File: config.mk
export PLATFORM = sky130hd
export DESIGN_NAME = pll_rst_gen
export DESIGN_NICKNAME = d
export VERILOG_FILES = /design/src/rtl/pll_rstgen_pkg.sv /design/src/rtl/pll_rst_gen_baud_tick.sv /design/src/rtl/pll_rst_gen.sv
export SDC_FILE = /design/constraint.sdc
export NUM_CORES = 1
export LEC_CHECK = 0
export CAP_MARGIN = 30
export CORE_MARGIN = 4
export CORE_UTILIZATION = 45
export DETAILED_ROUTE_END_ITERATION = 10
export GPL_TIMING_DRIVEN = 1
export HOLD_SLACK_MARGIN = 0.15
export SLEW_MARGIN = 0
export SYNTH_ARGS = -nofsm -noshare
export SYNTH_HDL_FRONTEND = slang
export SYNTH_SLANG_ARGS = --single-unit
File: constraint.sdc
create_clock -name clk -period 3.4 [get_ports clk]
set_input_delay 1.02 -clock clk [delete_from_list [all_inputs] [get_ports clk]]
set_output_delay 1.02 -clock clk [all_outputs]
set_load 0.01 [all_outputs]
File: src/rtl/pll_rstgen_pkg.sv
// Shared types and helpers for the PLL reset / baud timebase generator.
// Optional feature macro: PLL_RSTGEN_LOSS_CNT_EN (lock-loss debug counter).
package pll_rstgen_pkg;

  typedef enum logic [2:0] {
    ST_IDLE      = 3'd0,
    ST_WAIT_LOCK = 3'd1,
    ST_QUALIFY   = 3'd2,
    ST_HOLD      = 3'd3,
    ST_RUN       = 3'd4
  } rstgen_state_t;

  localparam logic [7:0] LOSS_CNT_MAX = 8'd255;

  // Accumulator must hold acc + increment without overflow, plus one spare bit.
  function automatic int baud_acc_width(input int clk_freq_hz, input int baud);
    return $clog2(clk_freq_hz + 16 * baud) + 1;
  endfunction

endpackage

File: src/rtl/pll_rst_gen_baud_tick.sv
// Fractional accumulator producing a 16x-oversampling baud enable.
// Cleared and silent whenever en is low, so ticks restart phase-aligned on RUN entry.
module baud_tick_gen
  import pll_rstgen_pkg::*;
#(
  parameter int CLK_FREQ_HZ = 50_000_000,
  parameter int BAUD        = 115200
) (
  input  logic clk,
  input  logic rst,
  input  logic en,
  output logic tick
);

  localparam int ACC_W = baud_acc_width(CLK_FREQ_HZ, BAUD);
  localparam logic [ACC_W-1:0] INC   = ACC_W'(16 * BAUD);
  localparam logic [ACC_W-1:0] LIMIT = ACC_W'(CLK_FREQ_HZ);

  logic [ACC_W-1:0] acc_q, acc_d, sum;

  // Next accumulator value and tick; tick is combinational so it drops the instant en drops.
  always_comb begin
    sum   = acc_q + INC;
    tick  = en && (sum >= LIMIT);
    acc_d = '0;
    if (en) begin
      acc_d = tick ? (sum - LIMIT) : sum;
    end
  end

  // Accumulator register.
  always_ff @(posedge clk or posedge rst) begin
    if (rst) acc_q <= '0;
    else     acc_q <= acc_d;
  end

endmodule

File: src/rtl/pll_rst_gen.sv
// PLL lock qualifier, system reset release and baud timebase.
// Optional feature macro: PLL_RSTGEN_LOSS_CNT_EN builds the lock-loss counter;
// otherwise lock_lost_cnt reads constant zero.
//
// state      | meaning
// -----------+-----------------------------------------------
// IDLE       | just out of rst, one cycle before watching lock
// WAIT_LOCK  | waiting for synchronized lock
// QUALIFY    | lock must stay high LOCK_STABLE_CYCLES cycles
// HOLD       | lock qualified, sys_rst held RST_HOLD_CYCLES
// RUN        | sys_rst released, ready high, baud ticking
module pll_rst_gen
  import pll_rstgen_pkg::*;
#(
  parameter int CLK_FREQ_HZ        = 50_000_000,
  parameter int BAUD               = 115200,
  parameter int LOCK_STABLE_CYCLES = 1024,
  parameter int RST_HOLD_CYCLES    = 16
) (
  input  logic       clk,
  input  logic       rst,
  input  logic       pll_lock,
  output logic       sys_rst,
  output logic       ready,
  output logic       baud_tick,
  output logic [7:0] lock_lost_cnt
);

  localparam int CNT_MAX = (LOCK_STABLE_CYCLES > RST_HOLD_CYCLES) ?
                           LOCK_STABLE_CYCLES : RST_HOLD_CYCLES;
  localparam int CNT_W   = $clog2(CNT_MAX);
  localparam logic [CNT_W-1:0] QUAL_LAST = CNT_W'(LOCK_STABLE_CYCLES - 1);
  localparam logic [CNT_W-1:0] HOLD_LAST = CNT_W'(RST_HOLD_CYCLES - 1);

  logic [1:0]       sync_q, sync_d;
  logic             lock_s;
  rstgen_state_t    state_q, state_d;
  logic [CNT_W-1:0] cnt_q, cnt_d;
  logic             sys_rst_q, sys_rst_d;
  logic             ready_q, ready_d;

  assign sync_d = {sync_q[0], pll_lock};
  assign lock_s = sync_q[1];

  // Sequence state machine; cnt is cleared on every exit so it never wraps.
  always_comb begin
    state_d = state_q;
    cnt_d   = cnt_q;
    case (state_q)
      ST_IDLE: begin
        state_d = ST_WAIT_LOCK;
        cnt_d   = '0;
      end
      ST_WAIT_LOCK: begin
        cnt_d = '0;
        if (lock_s) state_d = ST_QUALIFY;
      end
      ST_QUALIFY: begin
        if (!lock_s) begin
          state_d = ST_WAIT_LOCK;
          cnt_d   = '0;
        end else if (cnt_q == QUAL_LAST) begin
          state_d = ST_HOLD;
          cnt_d   = '0;
        end else begin
          cnt_d = cnt_q + CNT_W'(1);
        end
      end
      ST_HOLD: begin
        if (!lock_s) begin
          state_d = ST_WAIT_LOCK;
          cnt_d   = '0;
        end else if (cnt_q == HOLD_LAST) begin
          state_d = ST_RUN;
          cnt_d   = '0;
        end else begin
          cnt_d = cnt_q + CNT_W'(1);
        end
      end
      ST_RUN: begin
        cnt_d = '0;
        if (!lock_s) state_d = ST_WAIT_LOCK;
      end
      default: begin
        state_d = ST_IDLE;
        cnt_d   = '0;
      end
    endcase
    sys_rst_d = (state_d != ST_RUN);
    ready_d   = (state_d == ST_RUN);
  end

  // Synchronizer, FSM and registered reset/ready outputs.
  always_ff @(posedge clk or posedge rst) begin
    if (rst) begin
      sync_q    <= '0;
      state_q   <= ST_IDLE;
      cnt_q     <= '0;
      sys_rst_q <= 1'b1;
      ready_q   <= 1'b0;
    end else begin
      sync_q    <= sync_d;
      state_q   <= state_d;
      cnt_q     <= cnt_d;
      sys_rst_q <= sys_rst_d;
      ready_q   <= ready_d;
    end
  end

  assign sys_rst = sys_rst_q;
  assign ready   = ready_q;

`ifdef PLL_RSTGEN_LOSS_CNT_EN
  logic       loss_hit;
  logic [7:0] loss_cnt_q, loss_cnt_d;

  // Only drops seen while running count; drops during QUALIFY/HOLD are ordinary start-up bounce.
  assign loss_hit = (state_q == ST_RUN) && !lock_s;

  // Saturating lock-loss count.
  always_comb begin
    loss_cnt_d = loss_cnt_q;
    if (loss_hit && (loss_cnt_q != LOSS_CNT_MAX)) loss_cnt_d = loss_cnt_q + 8'd1;
  end

  // Lock-loss counter register.
  always_ff @(posedge clk or posedge rst) begin
    if (rst) loss_cnt_q <= 8'd0;
    else     loss_cnt_q <= loss_cnt_d;
  end

  assign lock_lost_cnt = loss_cnt_q;
`else
  assign lock_lost_cnt = 8'd0;
`endif

  baud_tick_gen #(
    .CLK_FREQ_HZ (CLK_FREQ_HZ),
    .BAUD        (BAUD)
  ) u_baud (
    .clk  (clk),
    .rst  (rst),
    .en   (state_q == ST_RUN),
    .tick (baud_tick)
  );

endmodule

==> reports/summary.txt, run 1 <==
Via density: 5.47
Clock Skews: 0.0107 ns
H-tree depth: 2
post-synthesis instance total: 288
Fmax: 308 MHz
Nets: 328
CTS Buffer Depth: 2
Post-Syn Area per Cell: 8.88 um2
Reg clk slew, reported paths: 0.08 ns
Reg2Reg Setup Slack: 0.81 ns
Rel. slew slack: 57.4%
hold path start: sync_q[0]
area of the multi-input gates: 0.00148 mm2
synth warn: 0
crit path setup slack, layout: 0.155 ns
HP Class: reg -> reg
Final Max Tran Viols: 0
CP Capture Type: output pin
status: finished clean
Post-Place Worst Slack: -0.0129 ns
drt pass-1 iters: 4
largest net degree at the start of global routing: 38
Die Y: 83.4 um
Routed wire per std cell: 14.4 um
placed wire-length estimate: 4040 um
Post-synth EDFFs: 0
worst hold path depth: 0
P per Cell Area: 293 mW/mm2
number of distinct library cells after synthesis: 67
# fillers: 499
reg2reg end: u_baud.acc_q[16]
CTS tree: done
MaxCap Viol Count: 0
initial antenna violation count: 0
via count: 2157
CP arrival: 2.22 ns
Seq/Total Area, Yosys: 36.2%
FF+latch count, synth: 37
Peak VDD IR: 0.000195 V
final setup vio count: 0
FF+latch area: 932 um2
WHS Endpoint: sync_q[1]
final cell count without fillers: 394
DIE AREA: 0.00696 mm2
proportion of layout cells with a drive suffix above 1: 24.5%
placed cells: 380
worst r2r src: u_baud.acc_q[13]
WS Path Type: reg -> out
gr ovfl total: 0
Placer Congestion: 0.903
I/O pin cnt: 14
setup TNS: 0 ns
Least-Margin Pin Slew: 0.635 ns
period utilisation layout: 95.4%
cts hold-fix bufs: 0
Routed Antenna Nets: 0
core area: 0.00551 mm2
Tmin final: 3.24 ns
critical path required time: 2.38 ns
Area growth, synth to finish: 16.8%
Post-route DRC: 0
Lkg Pwr: 1.27 nW
FP Rows: 27
clk_lat worst skew: 0.29 ns
Post-Synthesis Cell Area: 0.00256 mm2
Async SR Flop Fraction: 100%
global-route wire length before repair: 10200 um
Root Driver: clkbuf_8
final hold vios: 0
initial core utilization: 46.5%
Die X: 83.4 um
gr usage total: 17.6%
RSZ-0062 raised after global routing: false
port bufs: 5
CP Launch Type: register
number of diodes: 0
initial drt markers: 163
reg2reg path depth: 9
vias in the first global route: 2122
Most used DFF post-synth: dfrtp_1
Routed WL: 5680 um
worst-path maximum fanout: 6
Inserted Clock Buffers: 5
clk sinks: 37
## placed cells by master, fill, tap and decap left out, drive strengths merged, types with 5 or more instances in the layout
cell    synthesis  final
buf            21     38
dfrtp          36     36
nor2           27     27
nand2          22     22
a21oi          19     19
o21ai          16     16
nand3          14     14
xnor2          13     13
inv            11     11
or3            10     10
conb            1      8
xor2            8      8
nor3            7      7
clkbuf          3      7
or4             5      5
o31ai           5      5
## state kept, by name (all words and copies together) (netlist names)
register / cells
cnt_q: 10
sync_q: 2
u_baud.acc_q: 20
state_q: 3
ready: 1
sys_rst: 1
## cells in the mapped netlist, types with 4 or more instances
cell type  instances  share of area [%]
o31ai_1            5                1.5
or4_1              4                1.2
xor2_1             8                2.7
ha_1               4                2.0
nor3_1             6                1.2
and3_1             4               0.98
nand4_1            4               0.98
or3_1             10                2.4
a21oi_1           17                3.3
inv_1             11                1.6
xnor2_1           12                4.1
buf_6              5                2.2
o211ai_1           4                1.2
buf_4             12                3.5
nor2_1            27                4.0
nand2_1           21                3.1
dfrtp_1           36                 35
buf_2              4               0.78
o21ai_0           13                2.5
nand3_1           13                2.5
## layer usage
layer / global-route usage, % / up-vias / wire length, um
li1: - / 1090 / -
met1: 25.3 / 1013 / 2690
met2: 27.0 / 47 / 2630
met3: 3.08 / 7 / 290
met4: 5.65 / 0 / 68
met5: 0 / - / 0
## kinds of logic (layout without fill, tap and decap cells)
family	after synthesis	in the layout	synth area share (%)
multiplexers	2	2	0.831
XOR/XNOR	21	21	7.48
other	1	8	0.147
AND/OR/NAND/NOR	116	116	25.2
AO/OA/AOI/OAI	72	72	19.6
flip-flops	37	37	36.2
buffers and inverters	35	62	8.56
adder cells (fa/ha/maj)	4	4	1.96
## metrics by stage
stage                     cell area (um2)  utilization [%]  power, mW  hold slack (ns)
after floorplan                      2580                -      0.482            0.331
after global placement               2790             50.6      0.484            0.339
after detailed placement             2790             50.6      0.484            0.340
after CTS                            2950             53.6      0.888            0.359
after global routing                 2990             54.3      0.917            0.361
final                                2990             54.3      0.876            0.355
## where the power goes
| part | total [mW] | switching [mW] | internal [mW] |
|---|---|---|---|
| clock network | 0.402 | 0.163 | 0.239 |
| registers | 0.449 | 0.00487 | 0.444 |
| logic | 0.0254 | 0.0188 | 0.00662 |
| total | 0.876 | 0.187 | 0.689 |
## critical path: stages (launching register included)
cell,delay (ns)
dfrtp_2,0.45
ha_2,0.21
xnor2_1,0.16
or3_1,0.40
a211oi_2,0.20
a211o_2,0.18
o2bb2ai_2,0.07
nor2_1,0.11
clkbuf_2,0.15
## area by class of cell
| cell class | count | area share (%) |
|---|---|---|
| Clock buffer | 6 | 2.76 |
| Timing Repair Buffer | 43 | 11.1 |
| Tap cell | 72 | 3.01 |
| Inverter | 11 | 1.38 |
| Clock inverter | 2 | 1.26 |
| Sequential cell | 37 | 31.2 |
| Multi-Input combinational cell | 223 | 49.4 |
## repair_timing
action	4_1_cts	5_1_grt
setup buffers	3	3
resized for setup	9	6
pin swaps	6	5
endpoints found under the setup margin	1	1
## how the worst max path moves through the flow
| stage | startpoint | slack, ns | endpoint |
|---|---|---|---|
| after floorplan | u_baud.acc_q[13] | 0.22 | baud_tick |
| after global placement | u_baud.acc_q[13] | -0.04 | baud_tick |
| after detailed placement | u_baud.acc_q[13] | -0.01 | baud_tick |
| after CTS | u_baud.acc_q[13] | 0.0007 | baud_tick |
| after global routing | u_baud.acc_q[14] | 0.02 | baud_tick |
| final | u_baud.acc_q[13] | 0.16 | baud_tick |
Note: power is estimated with default switching activity, not from simulation.
==> run 2: changes to the inputs <==
--- a/config.mk
+++ b/config.mk
@@ -8,10 +8,11 @@
 export CAP_MARGIN = 30
 export CORE_MARGIN = 4
 export CORE_UTILIZATION = 45
+export CTS_CLUSTER_SIZE = 20
 export DETAILED_ROUTE_END_ITERATION = 10
 export GPL_TIMING_DRIVEN = 1
 export HOLD_SLACK_MARGIN = 0.15
-export SLEW_MARGIN = 0
+export SLEW_MARGIN = 40
 export SYNTH_ARGS = -nofsm -noshare
 export SYNTH_HDL_FRONTEND = slang
 export SYNTH_SLANG_ARGS = --single-unit
==> results of run 2 <==
The final DEF is identical to that of run 1; final timing and power are the same.
==> run 3: changes to the inputs <==
--- a/config.mk
+++ b/config.mk
@@ -6,12 +6,15 @@
 export NUM_CORES = 1
 export LEC_CHECK = 0
 export CAP_MARGIN = 30
+export CELL_PAD_IN_SITES_DETAIL_PLACEMENT = 0
+export CELL_PAD_IN_SITES_GLOBAL_PLACEMENT = 2
 export CORE_MARGIN = 4
-export CORE_UTILIZATION = 45
+export CORE_UTILIZATION = 38
 export CTS_CLUSTER_SIZE = 20
 export DETAILED_ROUTE_END_ITERATION = 10
 export GPL_TIMING_DRIVEN = 1
 export HOLD_SLACK_MARGIN = 0.15
+export PLACE_DENSITY_LB_ADDON = 0.1
 export SLEW_MARGIN = 40
 export SYNTH_ARGS = -nofsm -noshare
 export SYNTH_HDL_FRONTEND = slang
==> reports/summary.txt, run 3 (synthesis gave the netlist of run 1 again) <==
Final Max Tran Viols: 0 (unchanged)
Flop pwr share: 48.4% (was 51.3%)
clk sinks: 37 (unchanged)
final hold slack: 0.349 ns (was 0.355 ns)
Root Driver: clkbuf_8 (unchanged)
Rel. slew slack: 55.0% (was 57.4%)
initial drt markers: 97 (was 163)
Reg clk slew, reported paths: 0.08 ns (about the same)
# fillers: 629 (was 499)
FP Rows: 29 (was 27)
most common cell after layout, fill and taps aside: buf_4 (unchanged)
largest net degree at the start of global routing: 38 (unchanged)
RSZ-0062 raised after global routing: false (unchanged)
Nets: 335 (was 328)
period utilisation layout: 97.2% (was 95.4%)
worst-path maximum fanout: 4 (was 6)
CTS Buffer Depth: 2 (unchanged)
Psw: 187 uW (about the same)
Post-route DRC: 0 (unchanged)
MaxCap Viol Count: 0 (unchanged)
WHS Endpoint: sync_q[1] (unchanged)
crit path max-delay cell type: dfrtp_2 (unchanged)
Tmin final: 3.30 ns (was 3.24 ns)
global-route wire length before repair: 10200 um (about the same)
P per Cell Area: 294 mW/mm2 (was 293 mW/mm2)
critical path required time: 2.38 ns (about the same)
status: finished clean (unchanged)
Die X: 90.1 um (was 83.4 um)
number of diodes: 0 (unchanged)
DIE AREA: 0.00811 mm2 (was 0.00696 mm2)
Via density: 5.35 (was 5.47)
port bufs: 5 (unchanged)
CTS tree: done (unchanged)
Routed wire per std cell: 14.7 um (was 14.4 um)
Die Y: 90.1 um (was 83.4 um)
CP arrival: 2.28 ns (was 2.22 ns)
via count: 2173 (was 2157)
clk_lat worst skew: 0.29 ns (about the same)
crit-path cells: buf_4 -> and3_4 -> a21boi_4 -> o221ai_4 -> buf_4 -> a211o_2 -> o2bb2ai_4 -> nor2_1 -> buf_2 (was ha_2 -> xnor2_1 -> or3_1 -> a211oi_2 -> a211o_2 -> o2bb2ai_2 -> nor2_1 -> clkbuf_2)
hold path start: sync_q[0] (unchanged)
vias in the first global route: 2054 (was 2122)
I/O pin cnt: 14 (unchanged)
initial antenna violation count: 0 (unchanged)
Lkg Pwr: 1.33 nW (was 1.27 nW)
gr ovfl total: 0 (unchanged)
CP Launch Type: register (unchanged)
final hold vios: 0 (unchanged)
Routed WL: 5980 um (was 5680 um)
initial core utilization: 39.6% (was 46.5%)
cell mode on critical path: buf_4
WS Path Type: reg -> out (unchanged)
Clock Skews: 0.00755 ns (was 0.0107 ns)
H-tree depth: 2 (unchanged)
final core utilization: 49.0% (was 54.3%)
worst hold path depth: 0 (unchanged)
final setup vio count: 0 (unchanged)
reg2reg end: u_baud.acc_q[24] (was u_baud.acc_q[16])
most frequent cells in the layout: buf_4, dfrtp_1, nor2_1 (unchanged)
Inserted Clock Buffers: 5 (unchanged)
Peak VDD IR: 0.000215 V (was 0.000195 V)
worst r2r src: u_baud.acc_q[14] (was u_baud.acc_q[13])
Area growth, synth to finish: 23.7% (was 16.8%)
max FFs per register: 20 (unchanged)
clock power share: 48.9% (was 45.8%)
Placer Congestion: 0.762 (was 0.903)
Reg2Reg Setup Slack: 0.75 ns (was 0.81 ns)
HP Class: reg -> reg (unchanged)
gr usage total: 15.3% (was 17.6%)
cts hold-fix bufs: 0 (unchanged)
biggest regs: u_baud.acc_q: 20 flops, cnt_q: 10 flops, state_q: 3 flops (unchanged)
drt pass-1 iters: 4 (unchanged)
core area: 0.00646 mm2 (was 0.00551 mm2)
Gate power share: 2.8% (was 2.9%)
proportion of layout cells with a drive suffix above 1: 27.4% (was 24.5%)
Routed Antenna Nets: 0 (unchanged)
Switching Share: 20.1% (was 21.3%)
Least-Margin Pin Slew: 0.670 ns (was 0.635 ns)
cell internal pwr: 742 uW (was 689 uW)
reg2reg path depth: 9 (unchanged)
CP Capture Type: output pin (unchanged)
Fmax: 303 MHz (was 308 MHz)
Most flops, register: u_baud.acc_q (unchanged)
Largest stage delay, worst path: 0.47 ns (was 0.45 ns)
CP startpoint: u_baud.acc_q[14] (was u_baud.acc_q[13])
placed wire-length estimate: 4380 um (was 4040 um)
==> run 3: cell count changes in the layout (fill, tap and decap cells not counted), sizes merged <==
cell      change
buf           +8
clkbuf        -2
bufinv        +1
clkinv        +1
clkinvlp      -1
==> run 3: how the worst max path moves through the flow <==
stage,end,cells after the start,slack (ns)
detailed placement,baud_tick,8,-0.05
global route,baud_tick,9,0.01
global placement,baud_tick,9,0.01
floorplan,baud_tick,10,0.22
finish,baud_tick,9,0.1
CTS,baud_tick,9,0.03
==> run 3: power by group through the flow <==
stage                     sequential, mW  clock [mW]  combinational [mW]
after floorplan                    0.457           0              0.0252
after global placement             0.458           0              0.0265
after detailed placement           0.458           0              0.0265
after CTS                          0.449       0.470              0.0265
after global routing               0.450       0.487              0.0297
final                              0.449       0.454              0.0258
==> run 3: cell type report <==
cell class,count,area (um2),area share (%)
sequential,37,930,29.4
timing repair buffer,50,383,12.1
clock inverter,3,65.1,2.06
clock buffer,5,68.8,2.17
inverter,11,41.3,1.30
multi-input combinational,223,1580,49.9
tap,77,96.3,3.04
==> run 3: routing by layer <==
metal	vias to the layer above	track usage (%)	wire (um)
met5	-	0	0
met4	0	4.34	73
met3	6	2.67	238
met2	40	23.5	2730
met1	1027	22.1	2940
li1	1100	-	-
==> run 3: critical path: cells and delay by family (launching register included) <==
family | cells | cell delay, ns
buffers and inverters | 3 | 0.45
AO/OA/AOI/OAI | 4 | 0.82
flip-flops | 1 | 0.47
AND/OR/NAND/NOR | 2 | 0.25
==> run 3: through the flow <==
stage	setup TNS (ns)	cells	setup slack [ns]	cell area [um2]	total power [mW]
floorplan	0	295	0.217	2580	0.482
global placement	0	393	0.00974	2850	0.485
detailed placement	-0.0497	393	-0.0497	2860	0.484
CTS	0	405	0.0290	3120	0.946
global route	0	406	0.0106	3160	0.967
finish	0	406	0.0968	3160	0.929
==> run 3: repair_timing <==
item                                    CTS  global route
resized for setup                        18             8
setup buffers                             4             1
pin swaps                                 8             2
endpoints found under the setup margin    1             1
